==> src/rtl/lfsr_prng.sv <==
// lfsr_prng: parametrised Fibonacci LFSR pseudo-random source with a valid/ready output.
//
// Each accepted word (rnd_valid & rnd_ready) advances the LFSR by STEPS single-bit
// shifts when en is high. If en is low at that point, the source parks in STALL until
// en returns. A zero seed is replaced by DEFAULT_SEED, so the all-zero lock-up state
// is never reached.
//
// Parameters:
//   WIDTH        LFSR width in bits (3..32)
//   TAPS         feedback mask, bit WIDTH-1 set
//   STEPS        single-bit shifts per advance (1..WIDTH)
//   DEFAULT_SEED nonzero substitute for a zero seed
//
// Ports:
//   clk          system clock, rising edge
//   rst_n        asynchronous active-low reset
//   load         load seed (overrides everything else)
//   seed         seed value sampled when load=1
//   en           permits the LFSR to advance
//   rnd_ready    consumer accepts rnd this cycle
//   rnd_valid    rnd holds a fresh value
//   rnd          current LFSR state
//   seed_fixed   one-cycle pulse: zero seed replaced by DEFAULT_SEED
//   period_wrap  one-cycle pulse: an advance returned the state to the loaded seed
module lfsr_prng #(
  parameter int unsigned      WIDTH        = 8,
  parameter logic [WIDTH-1:0] TAPS         = 8'hB8,
  parameter int unsigned      STEPS        = 1,
  parameter logic [WIDTH-1:0] DEFAULT_SEED = WIDTH'(1)
) (
  input  logic             clk,
  input  logic             rst_n,
  input  logic             load,
  input  logic [WIDTH-1:0] seed,
  input  logic             en,
  input  logic             rnd_ready,
  output logic             rnd_valid,
  output logic [WIDTH-1:0] rnd,
  output logic             seed_fixed,
  output logic             period_wrap
);

  localparam logic [1:0] IDLE  = 2'd0;
  localparam logic [1:0] GEN   = 2'd1;
  localparam logic [1:0] STALL = 2'd2;

  logic [1:0]       state_q, state_d;
  logic [WIDTH-1:0] rnd_q, rnd_d;
  logic [WIDTH-1:0] seed_q, seed_d;
  logic             seed_fixed_q, seed_fixed_d;
  logic             wrap_q, wrap_d;
  logic [WIDTH-1:0] adv_val;
  logic [WIDTH-1:0] seed_eff;

  // STEPS single shifts unrolled into one combinational advance.
  always_comb begin
    adv_val = rnd_q;
    for (int unsigned i = 0; i < STEPS; i++) begin
      adv_val = {adv_val[WIDTH-2:0], ^(adv_val & TAPS)};
    end
  end

  assign seed_eff = (seed == '0) ? DEFAULT_SEED : seed;

  always_comb begin
    state_d      = state_q;
    rnd_d        = rnd_q;
    seed_d       = seed_q;
    seed_fixed_d = 1'b0;
    wrap_d       = 1'b0;
    if (load) begin
      // A same-cycle transfer is treated as consumed; the new seed replaces it, no advance.
      rnd_d        = seed_eff;
      seed_d       = seed_eff;
      seed_fixed_d = (seed == '0);
      state_d      = GEN;
    end else begin
      case (state_q)
        IDLE: state_d = IDLE;
        GEN: begin
          if (rnd_ready) begin
            if (en) begin
              rnd_d  = adv_val;
              wrap_d = (adv_val == seed_q);
            end else begin
              state_d = STALL;
            end
          end
        end
        STALL: begin
          if (en) begin
            rnd_d   = adv_val;
            wrap_d  = (adv_val == seed_q);
            state_d = GEN;
          end
        end
        default: state_d = IDLE;
      endcase
    end
  end

  always_ff @(posedge clk or negedge rst_n) begin
    if (!rst_n) begin
      state_q      <= IDLE;
      rnd_q        <= '0;
      seed_q       <= '0;
      seed_fixed_q <= 1'b0;
      wrap_q       <= 1'b0;
    end else begin
      state_q      <= state_d;
      rnd_q        <= rnd_d;
      seed_q       <= seed_d;
      seed_fixed_q <= seed_fixed_d;
      wrap_q       <= wrap_d;
    end
  end

  assign rnd_valid   = (state_q == GEN);
  assign rnd         = rnd_q;
  assign seed_fixed  = seed_fixed_q;
  assign period_wrap = wrap_q;

endmodule
==> config.mk <==
export PLATFORM = sky130hd
export DESIGN_NAME = lfsr_prng
export DESIGN_NICKNAME = d
export VERILOG_FILES = /design/src/rtl/lfsr_prng.sv
export SDC_FILE = /design/constraint.sdc
export NUM_CORES = 1
export LEC_CHECK = 0
export CORE_MARGIN = 2
export CORE_UTILIZATION = 45
export CTS_BUF_LIST = sky130_fd_sc_hd__clkbuf_4
export CTS_CLUSTER_SIZE = 30
export DETAILED_ROUTE_END_ITERATION = 10
export PLACE_DENSITY_LB_ADDON = 0.25
export SLEW_MARGIN = 20
export SYNTH_ARGS = -nofsm -noshare
export SYNTH_HDL_FRONTEND = slang
export SYNTH_SLANG_ARGS = --single-unit
export TNS_END_PERCENT = 10
==> constraint.sdc <==
create_clock -name clk -period 2.05 [get_ports clk]
set_input_delay 0.41 -clock clk [delete_from_list [all_inputs] [get_ports clk]]
set_output_delay 0.41 -clock clk [all_outputs]
set_load 0.02 [all_outputs]
==> flow_metrics.py, run 1 <==
metrics = {
    "grt": {
        "track_usage_pct": 17.45,
        "grt_pass1_vias": 758,
        "overflow": 0,
        "grt_max_degree": 21,
        "grt_pass1_wl_mm": 3.498,
        "antenna_found_initial": 0,
    },
    "timing": {
        "finClkSkew_ns": 0.005604,
        "setup_slack_ns": 0.2441,
        "hold_viol": 0,
        "slew_headroom_pct": 75.37,
        "tightest_slew_ns": 0.3686,
        "tns_ns": 0,
        "slew_violations": 0,
        "setup_viol": 0,
        "fmax_ghz": 0.5537,
        "final_min_period_over_clock_period_pct": 88.09,
        "min_period_ns": 1.806,
        "grt_setup_unrepaired": "false",
    },
    "worst_setup_path": {
        "worstSetupEndpointType": "output pin",
        "cp-start-kind": "flop",
        "critPathMaxFanout": 5,
        "cpPeakStageDelay_ns": 0.64,
        "path_delay_family": "buffers and inverters",
        "path_cells": "clkdlybuf4s50_1",
        "cp.required_ns": 1.64,
        "crit_arrival_ns": 1.40,
        "cp_num_buf_inv": 1,
        "cp_slowest_cell": "clkdlybuf4s50_1",
        "crit_type": "reg -> out",
    },
    "placed_design": {
        "gp_congestion": 0.7715,
        "dp_slack_ns": 0.1754,
        "post-place-cells": 145,
        "portBuffers": 23,
        "place_area_um2": 1315,
        "hpwl_mm": 1.483,
    },
    "yosys": {
        "netlist_instances": 95,
        "yosys_warnings": 0,
        "syn_nets": 111,
        "syn_area_um2": 1061,
        "yosysTopAreaCellShare_pct": 47.17,
        "synth_cell_types": 26,
        "syn_avg_cell_area_um2": 11.17,
        "synth_seq_cells": 20,
        "synth_area_leaders": "dfrtp_1 47%, mux2i_1 7.5%, mux2_2 7.4%",
        "synth_largest_area_cell": "dfrtp_1",
        "ys_seq_area_share_pct": 47.17,
    },
    "clocking": {
        "clock_path_buffers": 2,
        "cts_buffers": 3,
        "root_buffer": "clkbuf_4",
        "hold_buffers": 0,
        "path_clk_slew_ns": 0.11,
        "cts_setup_buffers": 0,
        "cts_htree_levels": 1,
        "clkLatencyLatePin_ns": 0.30,
        "cts_tree": "yes",
        "cts_sinks": 20,
    },
    "route": {
        "drc_errors": 0,
        "wl_per_cell_um": 13.26,
        "post_drt_via_cell_ratio": 5.101,
        "num_vias": 755,
        "drtAntennaViolNets": 0,
        "dr.pass1.iters": 4,
        "drt_wl_total_mm": 1.962,
        "drtIter0Drc": 10,
    },
    "floorplanning": {
        "die_h_um": 52.56,
        "io_pins": 24,
        "rows": 17,
        "core_um2": 2212,
        "dieArea_um2": 2762,
        "initial_core_util_pct": 47.96,
        "die_x_um": 52.56,
    },
    "cells_and_area": {
        "syn_to_final_growth_pct": 25.94,
        "n_fill_cell": 197,
        "final_cells": 148,
        "fin_area_um2": 1336,
        "regArea_um2": 500.5,
        "diodes": 0,
        "layout-drive-gt1-share_pct": 13.33,
        "fin_nets": 138,
        "multi_input_area_um2": 515.5,
    },
    "power": {
        "cellPowerDensity_nw_per_um2": 865.6,
        "cellLeakagePower_nw": 0.5836,
        "ir_worst_vdd_uv": 606.9,
        "finalPower_mw": 1.157,
    },
    "job": {
        "drv_cap": 0,
    },
    "run_status": {
        "status": "finished, final reports clean",
    },
    "worst_hold_path": {
        "hp-class": "in -> async",
    },
}
## cells by family (layout without fill, tap and decap cells)
| family | Yosys count | count (layout) | share of synthesized area, % |
|---|---|---|---|
| DFF | 20 | 20 | 47.17 |
| adders and majority gates | 3 | 3 | 3.538 |
| buffers and inverters | 8 | 33 | 4.245 |
| AOI/OAI and AO/OA | 14 | 14 | 8.610 |
| and+or+nand+nor | 23 | 23 | 10.97 |
| muxes | 16 | 16 | 16.39 |
| xor gates and xnor gates | 11 | 11 | 9.081 |
## timing repair
item                       4_1_cts  5_1_grt
resized for setup                1        0
setup endpoints to repair        1        0
hold endpoints to repair         0        0
## state kept, by name, summed over array words and instances, names as in the netlist
name         flops
rnd              8
seed_q           8
period_wrap      1
seed_fixed       1
state_q          2
## layout make-up
class / count / share of cell area, %
Inverter: 5 / 1.404
Clock buffer: 3 / 1.685
Timing Repair Buffer: 25 / 18.26
Multi-Input combinational cell: 67 / 38.58
Tap cell: 28 / 2.622
Sequential cell: 20 / 37.45
## metrics by stage
stage          utilization, %  hold WS (ns)
6_report                60.41        0.4299
5_1_grt                 60.41        0.4507
2_1_floorplan               -        0.1144
4_1_cts                 60.41        0.4395
3_3_place_gp            59.45        0.5123
3_5_place_dp            59.45        0.5167
## power breakdown
part	internal, mW	switching, mW	total, mW
clock	0.0685	0.114	0.183
sequential	0.455	0.0692	0.525
combinational	0.233	0.217	0.449
total	0.757	0.400	1.16
## synthesized netlist by cell type
| master | instances |
|---|---|
| o21ai_1 | 6 |
| o21ai_0 | 2 |
| nor3_2 | 1 |
| nand3_1 | 3 |
| nor4_1 | 1 |
| nor4b_1 | 1 |
| nor3_1 | 2 |
| a211o_1 | 1 |
| nor2b_1 | 2 |
| mux2_2 | 7 |
| inv_1 | 5 |
| mux2_4 | 1 |
| nand2b_1 | 2 |
| nand2_1 | 8 |
| buf_4 | 2 |
| a21oi_4 | 1 |
| mux2i_1 | 8 |
| a21oi_1 | 2 |
| xor2_1 | 3 |
| buf_6 | 1 |
| ha_1 | 3 |
| dfrtp_1 | 20 |
| a31oi_1 | 1 |
| a21bo_2 | 1 |
| xnor2_1 | 8 |
| nor2_1 | 3 |
## worst paths after layout
check                           start         to  slack (ns)  depth (start not counted)
min in group clk            seed_q[7]  seed_q[7]        0.54                          1
setup / recovery               rnd[5]     rnd[5]        0.24                          1
setup reg to reg           state_q[1]     rnd[0]        0.32                          6
max in group asynchronous       rst_n     rnd[3]        1.42                          2
hold reg to reg             seed_q[7]  seed_q[7]        0.54                          1
hold / removal                  rst_n  seed_q[6]        0.43                          2
## cell usage in the layout (no fill, tap or decap), drive strengths merged, types with 2 or more instances in the layout
cell type      count
clkdlybuf4s50     22
dfrtp             20
xnor2              8
nand2              8
mux2i              8
mux2               8
o21ai              8
inv                5
xor2               3
nand3              3
nor2               3
ha                 3
clkbuf             3
a21oi              3
nor3               3
nand2b             2
nor2b              2
buf                2
## per-layer routing
metal	up-vias	part of all wire (%)	track usage [%]	routed length [µm]
met1	358	47	25.00	930
met4	0	1.7	6.410	34
met5	-	0	0	0
met2	21	46	26.04	908
met3	4	4.5	3.429	89
li1	372	-	-	-
(Power assumes the default switching activity.)
==> run 2: changes to the inputs <==
--- a/config.mk
+++ b/config.mk
@@ -5,13 +5,13 @@
 export SDC_FILE = /design/constraint.sdc
 export NUM_CORES = 1
 export LEC_CHECK = 0
-export CORE_MARGIN = 2
+export CORE_MARGIN = 4
 export CORE_UTILIZATION = 45
 export CTS_BUF_LIST = sky130_fd_sc_hd__clkbuf_4
 export CTS_CLUSTER_SIZE = 30
 export DETAILED_ROUTE_END_ITERATION = 10
 export PLACE_DENSITY_LB_ADDON = 0.25
-export SLEW_MARGIN = 20
+export SLEW_MARGIN = 25
 export SYNTH_ARGS = -nofsm -noshare
 export SYNTH_HDL_FRONTEND = slang
 export SYNTH_SLANG_ARGS = --single-unit
==> flow_metrics.py, run 2 (synthesis results as in run 1) <==
metrics = {
    "placed_design": {
        "dp_slack_ns": 0.2118,
        "portBuffers": 23,
        "hpwl_mm": 1.627,
        "gp_congestion": 0.7734,
        "place_area_um2": 1330,
        "post-place-cells": 147,
    },
    "clocking": {
        "cts_tree": "yes",
        "cts_buffers": 3,
        "hold_buffers": 0,
        "path_clk_slew_ns": 0.12,
        "clock_path_buffers": 2,
        "root_buffer": "clkbuf_4",
        "cts_htree_levels": 1,
        "clkLatencyLatePin_ns": 0.31,
        "cts_sinks": 20,
    },
    "worst_setup_path": {
        "crit_type": "reg -> out",
        "cpPeakStageDelay_ns": 0.64,
        "r2r_start": "state_q[1]",
        "worst-path-stages": 1,
        "cp-start-kind": "flop",
        "critPathMaxFanout": 5,
        "path_delay_family": "buffers and inverters",
        "setup.worst_path.end": "rnd[3]",
        "crit_arrival_ns": 1.41,
        "cp_num_buf_inv": 1,
        "worstSetupEndpointType": "output pin",
        "r2r_slack_ns": 0.37,
        "critPathLaunch": "rnd[3]",
        "rr_worst_depth": 7,
        "cp.required_ns": 1.64,
        "r2r-end": "rnd[3]",
        "cp_slowest_cell": "clkdlybuf4s50_1",
        "path_cells": "clkdlybuf4s50_1",
    },
    "cells_and_area": {
        "fin_nets": 140,
        "final_common_cell": "clkdlybuf4s50_1",
        "fin_util_pct": 60.67,
        "multi_input_area_um2": 515.5,
        "final_cell_mix": "22 x clkdlybuf4s50_1, 20 x dfrtp_1, 8 x xnor2_1, 8 x nand2_1, 8 x mux2i_1",
        "syn_to_final_growth_pct": 27.71,
        "diodes": 0,
        "final_cells": 151,
        "regArea_um2": 500.5,
        "n_fill_cell": 196,
        "layout-drive-gt1-share_pct": 14.63,
        "fin_area_um2": 1355,
    },
    "timing": {
        "slew_violations": 0,
        "grt_setup_unrepaired": "false",
        "finClkSkew_ns": 0.009025,
        "fmax_ghz": 0.5491,
        "setup_slack_ns": 0.2287,
        "slew_headroom_pct": 80.14,
        "tns_ns": 0,
        "min_period_ns": 1.821,
        "tightest_slew_ns": 0.2952,
        "final_min_period_over_clock_period_pct": 88.84,
        "hold_viol": 0,
        "setup_viol": 0,
    },
    "floorplanning": {
        "die_h_um": 56.56,
        "die_x_um": 56.56,
        "core_um2": 2233,
        "dieArea_um2": 3198,
        "rows": 17,
        "io_pins": 24,
        "initial_core_util_pct": 47.51,
    },
    "power": {
        "cellPowerDensity_nw_per_um2": 869.2,
        "ir_worst_vdd_uv": 511.0,
        "cellLeakagePower_nw": 0.5949,
    },
    "route": {
        "wl_per_cell_um": 14.06,
        "drc_errors": 0,
        "post_drt_via_cell_ratio": 5.126,
        "drtIter0Drc": 23,
        "num_vias": 774,
        "drtAntennaViolNets": 0,
        "drt_wl_total_mm": 2.123,
        "dr.pass1.iters": 4,
    },
    "grt": {
        "track_usage_pct": 14.84,
        "overflow": 0,
        "grt_pass1_wl_mm": 3.774,
        "grt_pass1_vias": 842,
        "grt_max_degree": 21,
        "antenna_found_initial": 0,
    },
    "job": {
        "drv_cap": 0,
    },
    "run_status": {
        "status": "finished, final reports clean",
    },
    "worst_hold_path": {
        "hp-class": "in -> async",
    },
}
-- run 2: cell count changes in the layout (fill, tap and decap cells not counted), sizes merged --
cell | before | now
buf | 2 | 4
clkinv | 0 | 1
-- run 2: where the power goes --
part	internal (mW)	switching, mW
logic	0.237	0.218
clock network	0.0712	0.126
registers	0.455	0.0706
total	0.763	0.414
-- run 2: layout make-up --
| class | instances | area share [%] |
|---|---|---|
| multi-input cells | 67 | 38.04 |
| flip-flops and latches | 20 | 36.93 |
| repair buffers | 27 | 19.11 |
| well taps | 28 | 2.585 |
| clock buffers | 3 | 1.662 |
| inverters | 5 | 1.385 |
| clock inverters | 1 | 0.2770 |
-- run 2: what timing repair did --
action	CTS	global route
resized for setup	1	0
setup buffers	0	0
setup endpoints to repair	1	0
-- run 2: layer usage --
metal  vias up  wire length [µm]  GRT usage, %
met4         0                42         7.119
li1        378                 -             -
met1       365               949         18.36
met5         -                 0             0
met2        26              1001         23.60
met3         5               130         4.138
-- run 2: worst min path at each step --
| stage | startpoint | end | slack [ns] | depth (start not counted) |
|---|---|---|---|---|
| detailed placement | seed_q[6] | seed_q[6] | 0.52 | 1 |
| floorplan | rst_n | period_wrap | 0.11 | 0 |
| global placement | seed_q[6] | seed_q[6] | 0.51 | 1 |
| finish | rst_n | seed_q[0] | 0.43 | 2 |
| global route | rst_n | period_wrap | 0.45 | 2 |
| CTS | rst_n | seed_q[0] | 0.44 | 2 |
-- run 2: metrics by stage --
step	hold slack [ns]	power, mW
after floorplan	0.1144	0.8174
after global routing	0.4515	1.252
after detailed placement	0.5213	0.9961
after CTS	0.4380	1.188
final	0.4250	1.178
after global placement	0.5128	0.9922
